[src/rtl/mem_arb_pkg.sv]
// Shared encodings for the fetch/data memory arbiter.
// Latency: n/a (types and helpers only).
// Backpressure: n/a.
package mem_arb_pkg;

    typedef enum logic [1:0] {
        ST_IDLE   = 2'd0,
        ST_ACCESS = 2'd1,
        ST_RESP   = 2'd2
    } arb_state_t;

    typedef enum logic [1:0] {
        GNT_NONE  = 2'd0,
        GNT_FETCH = 2'd1,
        GNT_DATA  = 2'd2
    } arb_grant_t;

    // Wide enough for the largest legal starvation limit (15).
    localparam int unsigned STARVE_CNT_W = 4;

    // Data wins contention unless fetch has waited out its starvation budget.
    function automatic arb_grant_t pick_grant(input logic if_req,
                                              input logic dm_req,
                                              input logic limit_hit);
        arb_grant_t g;
        g = GNT_NONE;
        if (if_req && dm_req) begin
            g = limit_hit ? GNT_FETCH : GNT_DATA;
        end else if (dm_req) begin
            g = GNT_DATA;
        end else if (if_req) begin
            g = GNT_FETCH;
        end
        return g;
    endfunction

endpackage

[src/rtl/arb_starve_cnt.sv]
// Counts data grants issued while fetch is waiting; flags when fetch must win.
// Latency: limit_hit reflects grants up to the previous clock edge.
// Backpressure: none; purely observes grant events.
module arb_starve_cnt #(
    parameter int unsigned STARVE_LIMIT = 3
) (
    input  logic clk,
    input  logic rst,
    input  logic data_grant,
    input  logic fetch_grant,
    input  logic if_req,
    output logic limit_hit
);
    import mem_arb_pkg::*;

    localparam int unsigned LIMIT_INT = STARVE_LIMIT;
    localparam logic [STARVE_CNT_W-1:0] LIMIT = LIMIT_INT[STARVE_CNT_W-1:0];

    logic [STARVE_CNT_W-1:0] cnt_q;

    // Clearing dominates: fetch served or not waiting means no starvation.
    always_ff @(posedge clk or negedge rst) begin
        if (!rst) begin
            cnt_q <= '0;
        end else if (fetch_grant || !if_req) begin
            cnt_q <= '0;
        end else if (data_grant && (cnt_q != LIMIT)) begin
            cnt_q <= cnt_q + 1'b1;
        end
    end

    assign limit_hit = (cnt_q == LIMIT);

endmodule

[src/rtl/mem_arbiter.sv]
// Arbitrates instruction fetch and data load/store onto one single-port bram.
// Latency: request sampled in IDLE -> ACCESS next cycle -> valid the cycle after (3-cycle turn).
// Backpressure: requests are levels held until their valid; losers simply wait in IDLE.
module mem_arbiter #(
    parameter int unsigned STARVE_LIMIT = 3
) (
    input  logic        clk,
    input  logic        rst,
    input  logic        if_req,
    input  logic [31:0] if_addr,
    output logic        if_valid,
    output logic [31:0] if_rdata,
    input  logic        dm_req,
    input  logic        dm_write,
    input  logic [31:0] dm_addr,
    input  logic [31:0] dm_wdata,
    output logic        dm_valid,
    output logic [31:0] dm_rdata,
    output logic [31:0] mem_addr,
    output logic        mem_write,
    output logic [31:0] mem_wdata,
    input  logic [31:0] mem_rdata,
    output logic        busy
);
    import mem_arb_pkg::*;

    arb_state_t state_q, state_nxt;
    arb_grant_t grant_q, grant_nxt;
    logic       wr_q, wr_nxt;
    logic       limit_hit;
    logic       data_grant;
    logic       fetch_grant;
    logic       mem_write_st;

    arb_starve_cnt #(
        .STARVE_LIMIT (STARVE_LIMIT)
    ) u_starve (
        .clk         (clk),
        .rst         (rst),
        .data_grant  (data_grant),
        .fetch_grant (fetch_grant),
        .if_req      (if_req),
        .limit_hit   (limit_hit)
    );

    always_ff @(posedge clk or negedge rst) begin
        if (!rst) begin
            state_q <= ST_IDLE;
            grant_q <= GNT_NONE;
            wr_q    <= 1'b0;
        end else begin
            state_q <= state_nxt;
            grant_q <= grant_nxt;
            wr_q    <= wr_nxt;
        end
    end

    // Store/load is captured at grant so a requester that drops its level
    // mid-transaction cannot turn a load into a write or vice versa.
    always_comb begin
        state_nxt   = state_q;
        grant_nxt   = grant_q;
        wr_nxt      = wr_q;
        data_grant  = 1'b0;
        fetch_grant = 1'b0;
        case (state_q)
            ST_IDLE: begin
                grant_nxt   = pick_grant(if_req, dm_req, limit_hit);
                data_grant  = (grant_nxt == GNT_DATA);
                fetch_grant = (grant_nxt == GNT_FETCH);
                wr_nxt      = data_grant & dm_write;
                if (grant_nxt != GNT_NONE) begin
                    state_nxt = ST_ACCESS;
                end
            end
            ST_ACCESS: begin
                state_nxt = ST_RESP;
            end
            ST_RESP: begin
                state_nxt = ST_IDLE;
                grant_nxt = GNT_NONE;
                wr_nxt    = 1'b0;
            end
            default: begin
                state_nxt = ST_IDLE;
                grant_nxt = GNT_NONE;
                wr_nxt    = 1'b0;
            end
        endcase
    end

    always_comb begin
        busy         = (state_q != ST_IDLE);
        mem_addr     = '0;
        mem_write_st = 1'b0;
        mem_wdata    = '0;
        if_valid     = 1'b0;
        if_rdata     = '0;
        dm_valid     = 1'b0;
        dm_rdata     = '0;
        case (state_q)
            ST_ACCESS: begin
                if (grant_q == GNT_DATA) begin
                    mem_addr     = dm_addr;
                    mem_write_st = wr_q;
                    mem_wdata    = dm_wdata;
                end else if (grant_q == GNT_FETCH) begin
                    mem_addr = if_addr;
                end
            end
            ST_RESP: begin
                if (grant_q == GNT_FETCH) begin
                    if_valid = 1'b1;
                    if_rdata = mem_rdata;
                end else if (grant_q == GNT_DATA) begin
                    dm_valid = 1'b1;
                    dm_rdata = wr_q ? 32'd0 : mem_rdata;
                end
            end
            default: begin
                busy = (state_q != ST_IDLE);
            end
        endcase
    end

    // A reset landing mid-store must kill the write strobe before the next edge.
    assign mem_write = mem_write_st & rst;

    a_valid_excl: assert property (@(posedge clk) disable iff (!rst) !(if_valid && dm_valid));

endmodule

[config.mk]
export PLATFORM = sky130hd
export DESIGN_NAME = mem_arbiter
export DESIGN_NICKNAME = d
export VERILOG_FILES = /design/src/rtl/mem_arb_pkg.sv /design/src/rtl/arb_starve_cnt.sv /design/src/rtl/mem_arbiter.sv
export SDC_FILE = /design/constraint.sdc
export NUM_CORES = 1
export LEC_CHECK = 0
export CORE_AREA = 2 2 102 104
export CTS_CLUSTER_DIAMETER = 100
export DETAILED_ROUTE_END_ITERATION = 6
export DIE_AREA = 0 0 104 106
export PLACE_DENSITY = 0.74
export SLEW_MARGIN = 30
export SYNTH_ARGS = -nofsm -noshare
export SYNTH_HDL_FRONTEND = slang
export SYNTH_SLANG_ARGS = --single-unit
[constraint.sdc]
create_clock -name clk -period 1.3 [get_ports clk]
set_input_delay 0.26 -clock clk [delete_from_list [all_inputs] [get_ports clk]]
set_output_delay 0.26 -clock clk [all_outputs]
set_load 0.05 [all_outputs]
==> results of run 1 <==
-- Yosys cell counts, types with 2 or more instances --
master,number,area (µm²)
buf_6,6,67.56
buf_2,12,60.06
nand2b_4,2,27.53
nand3_1,3,15.01
a32o_1,2,20.02
o31ai_1,2,15.01
clkbuf_2,3,15.01
dfrtp_1,9,225.2
o22ai_1,2,12.51
nor2_1,35,131.4
and2_1,64,400.4
a22oi_1,32,240.2
and3_1,33,206.5
nand2_1,3,11.26
inv_1,2,7.510
nor2b_1,2,12.51
clkbuf_1,3,11.26
nand2b_1,2,12.51
-- routing by layer --
metal	vias to the layer above	part of all wire [%]	GRT usage [%]
met5	-	0	0
met4	0	1.8	4.054
met3	16	3.9	2.882
met2	94	58	41.82
met1	1426	36	22.27
li1	1411	-	-
-- worst reg2reg max path: cells and delay by family, from the launching register on --
| kind | cells | cell delay (ns) |
|---|---|---|
| AO/OA/AOI/OAI | 1 | 0.22 |
| adder cells (fa/ha/maj) | 1 | 0.17 |
| AND/OR/NAND/NOR | 2 | 0.43 |
| flip-flops | 1 | 0.39 |
-- cells by family after synthesis --
kind of cell               count (synthesis)  share of synthesized area, %
and+or+nand+nor                          153                         55.25
AOI/OAI and AO/OA                         42                         19.46
buffers and inverters                     28                         10.73
DFF                                        9                         13.79
adders and majority gates                  1                        0.7662
-- per-stage QoR --
stage	std cells	setup TNS, ns	total power, mW	worst slack, ns	utilization, %
4_1_cts	646	-66.75	8.728	-0.5566	67.17
2_1_floorplan	233	-24.82	4.771	-0.3295	-
6_report	664	-64.80	9.823	-0.5766	71.32
5_1_grt	664	-72.90	10.23	-0.6229	71.32
3_5_place_dp	637	-34.61	7.971	-0.3579	65.20
3_3_place_gp	637	-30.21	7.850	-0.2783	65.20
-- what timing repair did --
item | in CTS | in global routing
pin swaps | 7 | 26
resized for setup | 19 | 30
hold buffers | 0 | 0
buffers inserted | 4 | 11
gates cloned | 1 | 8
setup endpoints to repair | 135 | 136
-- power breakdown --
group | switching [mW] | internal, mW
Combinational | 4.54 | 4.51
Clock | 0.115 | 0.214
Sequential | 0.0890 | 0.358
Total | 4.74 | 5.08
-- area by class of cell --
type	count	share of cell area, %
Timing Repair Buffer	315	65.39
Multi-Input combinational cell	196	27.93
Sequential cell	9	3.175
Tap cell	136	2.386
Clock buffer	4	0.6316
Inverter	3	0.3684
Timing Repair inverter	1	0.1228
-- state kept, by name (all words and copies together) (netlist names) --
signal	flops
state_q	2
grant_q	2
wr_q	1
u_starve.cnt_q	4
-- final timing paths --
kind,from,end,slack [ns]
min,rst,state_q[1],0.39
max reg2reg,u_starve.cnt_q[1],grant_q[1],-0.02
min in group clk,u_starve.cnt_q[3],u_starve.cnt_q[3],0.58
min reg2reg,u_starve.cnt_q[3],u_starve.cnt_q[3],0.58
max,grant_q[1],mem_addr[9],-0.58
max in group asynchronous,rst,grant_q[1],0.76
==> impl_results.md, run 1 <==
- Row cnt: 37
- Area after DPL: 0.006520 mm²
- Clk slew on worst S/H paths: 0.05 ns
- Nature of the critical path startpoint: register
- Clock skew: 0.001252 ns
- Slew HR: 83.44%
- Failing checks: setup timing
- DRT iter0 DRCs: 84
- Top cell by count, worst path: buf_12
- Levels on crit path: 7
- Setup crit end kind: output port
- Top Ports: 265
- Share of cells above drive strength 1: 69.32%
- Pwr Density: 1377 mW/mm²
- Avg WL per Cell: 19.37 µm
- Die area: 0.01102 mm²
- DPL Wire Length: 9.846 mm
- Diodes inserted: 0
- Critical path cell sequence: nor2b_4, buf_12, buf_12, buf_12, a22oi_2, nor2_4, buf_12
- DRC: 0
- Fin crit share: 144.4%
- Commonest cells after routing, fill and taps aside: buf_12 (144), clkdlybuf4s50_1 (132), and2_2 (43)
- TritonCTS clock tree: done
- Critical-path top delay cell: dfrtp_2
- Max clock buf depth: 2
- Port Buffers: 264
- Initial antenna violation count: 0
- Global-route wire length before repair: 18.13 mm
- Crit path largest cell delay: 0.43 ns
- Max Slew Vio Count: 0
- Vias in the first global route: 3058
- Synth Area per Inst: 7.008 µm²
- Fillers: 696
- Crit Path Category: register to output port
- Hold Violations, Final: 0
- Worst min path class: input port to async pin
- Max H-tree Level: 1
- Max-cap violations: 0
- Clock sink count: 9
- Die Wd: 104 µm
- Fin area: 0.007132 mm²
- Status: finished, violations left
- Number of synthesized flops with an enable pin: 0
- CTS Root Buffer Type: clkbuf_8
- Routed Antenna Nets: 0
- Initial core utilization: 16.33%
- Register area: 226.5 µm²
- Syn Inst Count: 233
- Gr ovfl total: 0
- Synthesis-stage register bit count: 9
- GR Util All Layers: 20.51%
- Ys flop type: dfrtp_1
- Maximum clock rate: 532.9 MHz
- Final weighted congestion in routability-driven placement: 0.8578
- Maximum VDD drop: 1.246 mV
- Leak pwr: 2.724 nW
- Multi-input gate area: 0.001992 mm²
- Pin count of the biggest net entering global routing: 34
- Final setup fails: 133
- Cell area after synthesis: 0.001633 mm²
- Core area: 0.01000 mm²
- WP data required: 1.04 ns
- Area Overhead vs Synth: 336.8%
- DR vias/cell: 4.438
- Final WS setup: -0.5766 ns
- Top delay family on crit path: buffers and inverters
- Total number of vias: 2947
- TritonCTS Buffers: 3
- Worst R2R Path Depth: 4
- Clk_lat worst skew: 0.23 ns
- Hold_ws: 0.3927 ns
- Final WL: 12.86 mm
- Worst Path Arrival: 1.62 ns
- Worst-margin pin slew: 0.2484 ns
- Unrepaired setup endpoints after global routing: true
- Die height: 106 µm
- Yosys warning count: 0
- Yosys cell types: 34
- Post-route minimum period: 1.877 ns
- Post-synth ARST share: 100.0%
- 1st-pass router iterations: 4
- Syn nets: 367
- Fin nets: 663
- Worst path buffer plus inverter count: 4
- Share of the yosys chip area belonging to registers: 13.79%
- Max FO, Critical Path: 6
- Most common cell after layout, fill and taps aside: buf_12
Power figures use the tool's default switching activity.
==> run 2: changes to the inputs <==
--- a/config.mk
+++ b/config.mk
@@ -5,11 +5,11 @@
 export SDC_FILE = /design/constraint.sdc
 export NUM_CORES = 1
 export LEC_CHECK = 0
-export CORE_AREA = 2 2 102 104
+export CORE_AREA = 2 2 104 106
 export CTS_CLUSTER_DIAMETER = 100
 export DETAILED_ROUTE_END_ITERATION = 6
-export DIE_AREA = 0 0 104 106
-export PLACE_DENSITY = 0.74
+export DIE_AREA = 0 0 106 108
+export PLACE_DENSITY = 0.69
 export SLEW_MARGIN = 30
 export SYNTH_ARGS = -nofsm -noshare
 export SYNTH_HDL_FRONTEND = slang
==> constraint.sdc (replaced) <==
create_clock -name clk -period 1.9 [get_ports clk]
set_input_delay 0.38 -clock clk [delete_from_list [all_inputs] [get_ports clk]]
set_output_delay 0.38 -clock clk [all_outputs]
set_load 0.05 [all_outputs]
==> run 2 against run 1 <==
  * The flow still finishes with violations (setup timing)
  * Core utilization shrank 9.1 points
  * Clock power shrank 34%
  * Critical path type unchanged
  * Cell count shrank 4.5%
  * Worst setup slack gained 0.50 ns
  * Non-clock buffer count shrank 31
  * Routed wire length shrank 8.3%
==> impl_results.md, run 2 (same netlist as run 1, synthesis figures left out) <==
- Fin crit share: 104.1%
- Max Used Layer: met4
- Routed Antenna Nets: 0 (unchanged)
- Unrepaired setup endpoints after global routing: true
- Critical-path top delay cell: dfrtp_2
- Worst min path class: input port to async pin
- Status: finished, violations left
- Switch share: 50.23% (+2.0 points)
- Most common cell after layout, fill and taps aside: buf_12
- Seq pwr share: 6.0% (+1.4 points)
- Critical path cell sequence: nand2b_4, nor3_4, buf_6, clkbuf_16, and2_4, buf_12
- Most flop-heavy register: u_starve.cnt_q
- GR Util All Layers: 17.63% (-2.9 points)
- Final weighted congestion in routability-driven placement: 0.8706 (+1.5%)
- Crit Path Category: register to output port
- Area after DPL: 0.005725 mm² (-12%)
- Max FO, Critical Path: 8 (+2)
- Worst R2R Path Depth: 4 (unchanged)
- Post-route minimum period: 1.977 ns
- Row cnt: 37 (unchanged)
- Maximum clock rate: 505.8 MHz
- TritonCTS Buffers: 3 (unchanged)
- Internal: 2.708 mW (-47%)
- Final WL: 11.79 mm (-8.3%)
- Reg-to-Reg End: grant_q[1]
- Worst-margin pin slew: 0.3880 ns (+0.1397 ns)
- Vias in the first global route: 2809 (-8.1%)
- Worst Path Arrival: 1.60 ns (-0.02 ns)
- Register area: 227.7 µm² (+0.55%)
- Max Slew Vio Count: 0 (unchanged)
- Clk_lat worst skew: 0.23 ns (about the same)
- 1st-pass router iterations: 4 (unchanged)
- DRC: 0 (unchanged)
- Worst path buffer plus inverter count: 3 (-1)
- Fin area: 0.006365 mm² (-11%)
- TritonCTS clock tree: done
- Top delay family on crit path: simple AND/OR/NAND/NOR gates
- Port Buffers: 264 (unchanged)
- R2R Setup Slk: 0.46 ns (+0.48 ns)
- Dpl ws: 0.1210 ns (+0.4789 ns)
- Max clock buf depth: 2 (unchanged)
- Global-route wire length before repair: 16.00 mm (-12%)
- Max-cap violations: 0 (unchanged)
- Inst Count DP: 617 (-3.1%)
- Total number of vias: 2808 (-4.7%)
- Largest register FFs: 4 (unchanged)
- Post-route insts no fill: 634 (-4.5%)
- Crit path largest cell delay: 0.43 ns (about the same)
- Logic pwr share: 90.0% (-2.1 points)
- Pwr Density: 854.9 mW/mm² (-38%)
- Failing checks: setup timing
- Fillers: 776 (+11%)
- Setup crit end kind: output port
- DRT iter0 DRCs: 95 (+13%)
- Regs by FF count: u_starve.cnt_q (4), grant_q (2), state_q (2)
- FF-to-FF Start: u_starve.cnt_q[0]
- DPL Wire Length: 9.163 mm (-6.9%)
- Die height: 108 µm (+1.9%)
- CTS Root Buffer Type: clkbuf_8
- Core area: 0.01023 mm² (+2.3%)
- Sw Pwr: 2.733 mW (-42%)
- Die Wd: 106 µm (+1.9%)
- Final setup fails: 108 (-19%)
- Gr ovfl total: 0 (unchanged)
- Commonest cells after routing, fill and taps aside: buf_12 (137), clkdlybuf4s50_1 (132), and2_4 (62)
- Clk network pwr share: 4.0% (+0.6 points)
- Die area: 0.01145 mm² (+3.8%)
- Max H-tree Level: 1 (unchanged)
- DR vias/cell: 4.429 (-0.21%)
- Clock sink count: 9 (unchanged)
- Pin count of the biggest net entering global routing: 41 (+21%)
- Final WS setup: -0.07725 ns (+0.4994 ns)
- Top Ports: 265 (unchanged)
- Initial core utilization: 15.96% (-0.37 points)
- Initial antenna violation count: 2 (+2)
- Met1 wire length: 4.317 mm (-6.4%)
- Met3 wire len: 754 µm (+52%)
- Hold Violations, Final: 0 (unchanged)
- WP data required: 1.52 ns (+0.48 ns)
- Clock skew: 0.0004336 ns (-0.0008185 ns)
- Slew HR: 73.86% (-9.6 points)
- Clk slew on worst S/H paths: 0.04 ns (about the same)
- Fin nets: 631 (-4.8%)
- Maximum VDD drop: 0.6303 mV (-49%)
- Share of cells above drive strength 1: 57.46% (-12 points)
- Leak pwr: 2.564 nW (-5.9%)
- Met2 Wirelength: 6.558 mm (-13%)
- Nature of the critical path startpoint: register
- Multi-input gate area: 0.001608 mm² (-19%)
- Avg WL per Cell: 18.60 µm (-4.0%)
- # hold bufs at CTS: 0 (unchanged)
- Area Overhead vs Synth: 289.8%
## run 2: cell types whose count changed in the layout (fill, tap and decap cells not counted), moves of 13 or more
cell and delta:
and3_4 -29, a22oi_2 -13, and2_2 -43, and2_4 +41, nor2_2 +31, nor2_4 -32
buf_4 -18, and3_1 +29, a22oi_1 +13
## run 2: area by class of cell
| cell class | count | area share [%] |
|---|---|---|
| clock buffers | 4 | 0.7077 |
| flip-flops and latches | 9 | 3.578 |
| diodes | 2 | 0.07863 |
| multi-input cells | 196 | 25.26 |
| well taps | 136 | 2.673 |
| repair buffers | 284 | 67.41 |
| inverters | 3 | 0.2949 |
## run 2: worst register-to-register path: cells and delay by family (launching register included)
kind                     cells  cell delay [ns]
AND/OR/NAND/NOR              2             0.44
adder cells (fa/ha/maj)      1             0.23
flip-flops                   1             0.39
AO/OA/AOI/OAI                1             0.26
## run 2: worst max-delay path by stage
stage | start | cells after the start | end
floorplan | state_q[1] | 4 | mem_addr[10]
finish | grant_q[0] | 6 | dm_rdata[9]
global route | grant_q[0] | 6 | dm_rdata[9]
detailed placement | grant_q[0] | 5 | mem_addr[18]
global placement | grant_q[0] | 5 | dm_rdata[19]
CTS | state_q[0] | 5 | dm_rdata[5]
## run 2: metrics by stage
stage	hold WS (ns)	TNS [ns]	util [%]	total power, mW
after floorplan	0.08441	-0.9992	-	2.457
after global placement	0.5170	0	55.96	4.400
after detailed placement	0.5428	0	55.96	4.453
after CTS	0.5275	-3.689	58.32	4.930
after global routing	0.5599	-10.46	62.21	5.658
final	0.5277	-3.193	62.21	5.442
## run 2: power by group through the flow
stage | logic [mW] | registers, mW | clock network (mW)
floorplan | 2.16 | 0.293 | 0
global placement | 4.09 | 0.307 | 0
detailed placement | 4.14 | 0.315 | 0
CTS | 4.38 | 0.322 | 0.223
global route | 5.08 | 0.338 | 0.238
finish | 4.90 | 0.328 | 0.217
## run 2: routing by layer
layer	GRT usage (%)	vias to the layer above
met2	36.08	123
met4	2.632	0
li1	-	1339
met5	0	-
met3	3.978	8
met1	18.54	1338
## run 2: what timing repair did
item	CTS	global route
endpoints found under the setup margin	128	128
gates cloned	0	7
buffers inserted	0	4
pin swaps	24	31
resized for setup	75	57
